$ cat config.mk
export PLATFORM = sky130hd
export DESIGN_NAME = dsm_integrator_chain
export DESIGN_NICKNAME = d
export VERILOG_FILES = /design/src/rtl/dsm_integrator_chain.sv
export SDC_FILE = /design/constraint.sdc
export NUM_CORES = 1
export LEC_CHECK = 0
export ABC_AREA = 1
export CORE_UTILIZATION = 40
export CTS_CLUSTER_SIZE = 16
export DETAILED_ROUTE_END_ITERATION = 8
export SLEW_MARGIN = 10
export SYNTH_ARGS = -nofsm -noshare
export SYNTH_HDL_FRONTEND = slang
export SYNTH_SLANG_ARGS = --single-unit
$ cat constraint.sdc
create_clock -name i_clk -period 2.1 [get_ports i_clk]
set_input_delay 0.21 -clock i_clk [delete_from_list [all_inputs] [get_ports i_clk]]
set_output_delay 0.21 -clock i_clk [all_outputs]
set_load 0.02 [all_outputs]
$ cat src/rtl/dsm_integrator_chain.sv
// Cascade of ORDER pipelined accumulators forming the delta-sigma loop filter,
// with per-stage saturate/wrap arithmetic, a valid pipeline and a sticky overflow flag.
module dsm_integrator_chain #(
  parameter int DATA_WIDTH = 16,
  parameter int ORDER      = 2,
  parameter int ACC_WIDTH  = DATA_WIDTH + 4,
  parameter bit SATURATE   = 1'b1
) (
  input  logic                         i_clk,
  input  logic                         i_rst_n,
  input  logic                         i_en,
  input  logic                         i_clr,
  input  logic signed [DATA_WIDTH-1:0] i_data,
  output logic signed [ACC_WIDTH-1:0]  o_data,
  output logic                         o_valid,
  output logic                         o_ovf
);

  generate
    if (ORDER < 1 || ORDER > 8 || ACC_WIDTH <= DATA_WIDTH) begin : g_param_check
      $error("dsm_integrator_chain: need 1 <= ORDER <= 8 and ACC_WIDTH > DATA_WIDTH");
    end
  endgenerate

  localparam logic [ACC_WIDTH-1:0] MAX_VAL = {1'b0, {(ACC_WIDTH-1){1'b1}}};
  localparam logic [ACC_WIDTH-1:0] MIN_VAL = {1'b1, {(ACC_WIDTH-1){1'b0}}};

  logic [ORDER-1:0][ACC_WIDTH-1:0] acc_bus;
  logic [ORDER-1:0]                v_reg;
  logic [ORDER:0]                  v_chain;
  logic [ORDER-1:0]                stage_ovf;
  logic                            ovf_reg;

  // v_chain[k] is the update enable of stage k (stage 0 is driven by i_en).
  assign v_chain = {v_reg, i_en};

  genvar gi;
  generate
    for (gi = 0; gi < ORDER; gi++) begin : g_stage
      logic [ACC_WIDTH-1:0] stage_in;
      logic [ACC_WIDTH-1:0] acc_reg;
      logic [ACC_WIDTH-1:0] acc_next;
      logic [ACC_WIDTH:0]   sum;
      logic                 sum_ovf;

      if (gi == 0) begin : g_first
        assign stage_in = {{(ACC_WIDTH-DATA_WIDTH){i_data[DATA_WIDTH-1]}}, i_data};
      end else begin : g_rest
        assign stage_in = acc_bus[gi-1];
      end

      // One guard bit: the two top bits disagree exactly when the sum overflowed.
      assign sum     = {acc_reg[ACC_WIDTH-1], acc_reg} + {stage_in[ACC_WIDTH-1], stage_in};
      assign sum_ovf = sum[ACC_WIDTH] ^ sum[ACC_WIDTH-1];
      assign stage_ovf[gi] = v_chain[gi] & sum_ovf;

      always_comb begin
        acc_next = sum[ACC_WIDTH-1:0];
        if (SATURATE && sum_ovf) begin
          acc_next = sum[ACC_WIDTH] ? MIN_VAL : MAX_VAL;
        end
      end

      always_ff @(posedge i_clk or negedge i_rst_n) begin
        if (!i_rst_n) begin
          acc_reg <= '0;
        end else if (i_clr) begin
          acc_reg <= '0;
        end else if (v_chain[gi]) begin
          acc_reg <= acc_next;
        end
      end

      assign acc_bus[gi] = acc_reg;
    end
  endgenerate

  always_ff @(posedge i_clk or negedge i_rst_n) begin
    if (!i_rst_n) begin
      v_reg   <= '0;
      ovf_reg <= 1'b0;
    end else if (i_clr) begin
      v_reg   <= '0;
      ovf_reg <= 1'b0;
    end else begin
      v_reg <= v_chain[ORDER-1:0];
      if (|stage_ovf) begin
        ovf_reg <= 1'b1;
      end
    end
  end

  assign o_data  = acc_bus[ORDER-1];
  assign o_valid = v_reg[ORDER-1];
  assign o_ovf   = ovf_reg;

endmodule

**Yosys cells after proc, flatten, opt, wreduce, memory -nomap -nowiden**

Cells that the tools add are included.

- Output and inout port bits: 22
- Bits of input ports: 20
- Bits in registers: 43

- Reductions and logical operators: 4
- Multiplexer cells: 11
- Bitwise operators: 4
- $add $sub $neg: 2

Operators with widths:

| cell | count |
|---|---|
| 2-to-1 mux 20 bit | 8 |
| adder 20 x 16 -> 21 bit | 1 |
| adder 20 x 20 -> 21 bit | 1 |
| nonzero test 2 bit | 3 |
| bitwise AND 1 bit | 2 |
| 2-to-1 mux 1 bit | 2 |
| 2-to-1 mux 2 bit | 1 |
| OR reduction 2 bit | 1 |
| bitwise XOR 1 bit | 2 |

**Logic depth before layout (Yosys ltp)**

- Depth after elaboration: 6
- Mapped depth: 16

**Least setup slack after synthesis**

Ideal clock, no wire load.

- Kind: flip-flop to flip-flop
- Start: reg g_stage[1].acc_reg[0] (netlist: o_data[0])
- End: reg g_stage[1].acc_reg[14] (netlist: o_data[14])
- Arrival: 2118 ps
- Setup slack: -135 ps
- Path buffers: 0
- Required time: 1983 ps
- Setup time: 117 ps
- Period minus slack after synthesis: 2235 ps
- Cell stages (with the launch flop): 16
- Path through: dfrtp_1 > ha_1 > inv_1 > fa_1 > inv_1 > nand3_1 > nand2_1 > inv_1 > o21ai_0 > nand3b_1 > nand2_1 > nand2_1 > nand2_1 > nand3_1 > nand2_1 > nand2_1

- Cells in the longest elaborated chain, start to end: 5
- Elaborated cells between the ends (all ways): 6
- Those cells by class: add/sub (1); mux (4); bitwise (1)

Ends and longest elaborated chain:

| item | line | source |
|---|---|---|
| start, declared | 41 | `logic [ACC_WIDTH-1:0] acc_reg;` |
| start signal, assigned | 70 | `acc_reg <= acc_next;` |
| adder 20 x 20 -> 21 bit * | 53 | `assign sum = {acc_reg[ACC_WIDTH-1], acc_reg} + {stage_in[ACC_WIDTH-1], stage_in};` |
| 2-to-1 mux 20 bit / bitwise XOR 1 bit (equally long branches) | 60, 54 |  |
| 2-to-1 mux 20 bit * | 59 | `if (SATURATE && sum_ovf) begin` |
| 2-to-1 mux 20 bit * | 69 | `end else if (v_chain[gi]) begin` |
| 2-to-1 mux 20 bit * | 67 | `end else if (i_clr) begin` |

Mark *: on every way between the ends. The rest lies on a longest branch, timed or not. The select of a mux whose other input is x is not followed.
A chain may end at the register's enable or synchronous reset.

**Worst setup path after layout**

- Start: reg g_stage[0].acc_reg[3]
- End: reg g_stage[0].acc_reg[0]

- Cells in the longest elaborated chain, start to end: 5
- Elaborated cells between the ends (all ways): 6
- Those cells by class: add/sub (1); mux (4); bitwise (1)

Ends and longest elaborated chain:

| item | line |
|---|---|
| start, declared | 41 |
| start signal, assigned | 70 |
| adder 20 x 16 -> 21 bit * | 53 |
| 2-to-1 mux 20 bit / bitwise XOR 1 bit (equally long branches) | 60, 54 |
| 2-to-1 mux 20 bit * | 59 |
| 2-to-1 mux 20 bit * | 69 |
| 2-to-1 mux 20 bit * | 67 |

Marks and branches as above.

==> flow_summary.toml <==
[worst_setup_path]
critPathCapture = "g_stage[0].acc_reg[0]"
criticalPathCategory = "reg2reg"
r2r_slack_ns = -0.05
rr_endpoint = "g_stage[0].acc_reg[0]"
required_ns = 2.28
worstSetupStartpoint = "g_stage[0].acc_reg[3]"
rr_startpoint = "g_stage[0].acc_reg[3]"
critPathArrivalTime_ns = 2.33
end_kind = "flip-flop"
reg2regPathDepth = 12
cp_max_fo = 5
start_kind = "flip-flop"

[logic_synthesis]
syn-instance-count = 719
syn_nets = 781
synth_ff_type = "dfrtp_1"
ys_seq_elements = 43
synth_top_area_cell = "nand2_1"
async_reset_ff_share_pct = 100
syn-cell-area_um2 = 4520
synthDistinctLibCells = 29
syn_avg_cell_area_um2 = 6.29
synth_edf_count = 0
synth_top_area_share_pct = 25.1
yosysSeqAreaShare_pct = 23.8
yosys-top-cells-area = "nand2_1, dfrtp_1, ha_1, nand3_1, inv_1"
yosysWarnings = 0

[sta]
fin_worst_skew_ns = 0.00654
timing.final.ws_setup_ns = -0.0514
setup_viol = 36
relSlewSlack_pct = 16.2
rsz0062_at_grt = "yes"
timing.hold.ws_ns = -0.0197
hold_viol = 28
fin_crit_sh_pct = 102
finalCriticalPeriod_ns = 2.15
fmax_mhz = 465
setup_tns_ns = -0.696
max_slew.worst_pin.slew_ns = 1.25
maxSlewViolCount = 0

[cells_and_area]
drive_above_1_share_pct = 39.1
fillers = 914
layout_common_cells = "nand2_1, buf_4, inv_1"
instances_no_fill = 1047
diodes = 0
layout.nets = 968
ff_latch_area_um2 = 1100
final_common_cell = "nand2_1"
multi_input_area_um2 = 3950
areaGrowthSynthToFinish_pct = 63.6

[drt]
vias = 5443
ant_nets = 0
first_pass_iters = 5
wl_mm = 15.8
routedWlPerCell_um = 15.1
drc = 0
vias_per_cell = 5.20
first_iter_violations = 295

[die]
coreArea_um2 = 10900
die_x_um = 108
io_pins = 42
design.die.area_um2 = 11700
start_util_pct = 41.3
fp.dieH_um = 108
rows = 38

[power_and_ir_drop]
peakVddDrop_mv = 0.449
leakagePower_nw = 3.72
power.density_nw_per_um2 = 988

[global_route]
grt_first_pass_wirelength_mm = 22.7
overflow = 0
grt_max_degree = 35
grt_pass1_vias = 5175
grt_antenna_before_repair = 0
track_usage_pct = 24.7

[cts]
clkTransAtPathRegs_ns = 0.07
cts_hold_buf = 0
clockRootBuffer = "clkbuf_16"
clock_latency_ns = 0.29
h-tree-depth = 2
tritoncts = "done"
cts_buffers = 5
cts.path.max_buffers = 2
cts.sinks = 43

[placement]
dp_cells = 1018
io_buffers = 41
gp_congestion = 0.914
dp_hpwl_mm = 11.1

[hold_path]
hp-class = "in2async"

[status]
violations = "negative hold slack, negative setup slack"
outcome = "finished with violations"

[flow_run]
max-cap-violations = 0
[where the power goes]
group	switching, mW	internal, mW	total [mW]
logic	2.46	2.58	5.05
clock network	0.349	0.562	0.912
registers	0.322	1.03	1.35
[critical path, cell delays in order, from the launching register on]
cell       delay [ns]
dfrtp_2          0.47
ha_1             0.36
nand2_1          0.11
nor2_2           0.12
and2_4           0.17
nand3_2          0.10
nand4_1          0.12
nand2_2          0.10
nand2_4          0.14
clkbuf_16        0.17
nand3_2          0.05
nand2_1          0.08
nand2_1          0.05
[synthesized netlist by cell type (2+ instances only)]
cell type,count
nand2_1,302
nand3_1,64
inv_1,60
nor2_1,50
dfrtp_1,43
ha_1,40
a21oi_1,34
xnor2_1,16
nand4_1,15
inv_2,13
buf_2,10
o21ai_0,9
o21bai_1,9
xor2_1,9
nand3b_1,8
nor2_2,8
and2_1,4
clkbuf_1,4
nand2_2,3
nand3_2,3
nor3_1,3
a21oi_4,2
buf_6,2
fa_1,2
nand3b_4,2
[cell families after synthesis]
group                      after synthesis  share of synthesized area, %
and+or+nand+nor                        464                          44.1
buffers and inverters                   90                          8.08
AOI/OAI and AO/OA                       55                          7.17
DFF                                     43                          23.8
adders and majority gates               42                          12.0
xor gates and xnor gates                25                          4.84
[through the flow]
stage | power (mW) | hold slack, ns | setup WS [ns] | instance area, um^2 | util (%)
global route | 7.83 | 0.0473 | -0.166 | 7390 | 67.6
floorplan | 3.41 | -0.0856 | -0.0100 | 4540 | -
global placement | 5.03 | 0.314 | -0.374 | 6110 | 55.8
CTS | 6.25 | 0.0104 | -0.0693 | 6500 | 59.5
detailed placement | 5.12 | 0.323 | -0.472 | 6110 | 55.8
finish | 7.31 | -0.0197 | -0.0514 | 7390 | 67.6
[final cells by class]
cell class | count | area share, %
well taps | 140 | 2.37
clock inverters | 2 | 0.508
inverters | 74 | 3.76
clock buffers | 6 | 1.74
repair buffers | 196 | 23.4
flip-flops and latches | 43 | 14.9
multi-input cells | 586 | 53.4
[repair_timing]
action	4_1_cts	5_1_grt
pin swaps	2	23
setup endpoints to repair	39	41
gates resized for setup	34	142
buffers inserted	5	9
cloned	1	6
[routing by layer]
metal / share of wire (%) / up-vias / global-route usage (%)
li1: - / 2677 / -
met1: 41 / 2575 / 28.8
met2: 52 / 152 / 45.6
met3: 3.9 / 39 / 2.89
met4: 3.1 / 0 / 9.94
met5: 0 / - / 0
[worst min path at each step]
| stage | start | slack (ns) | end | cells after the start |
|---|---|---|---|---|
| 2_1_floorplan | i_rst_n | -0.09 | g_stage[0].acc_reg[0] | 0 |
| 3_3_place_gp | i_rst_n | 0.31 | g_stage[0].acc_reg[2] | 1 |
| 6_report | i_rst_n | -0.02 | o_data[7] | 1 |
| 3_5_place_dp | i_rst_n | 0.32 | g_stage[0].acc_reg[1] | 1 |
| 4_1_cts | i_rst_n | 0.01 | o_data[8] | 1 |
| 5_1_grt | i_rst_n | 0.05 | o_data[8] | 1 |
(Power assumes the default switching activity.)
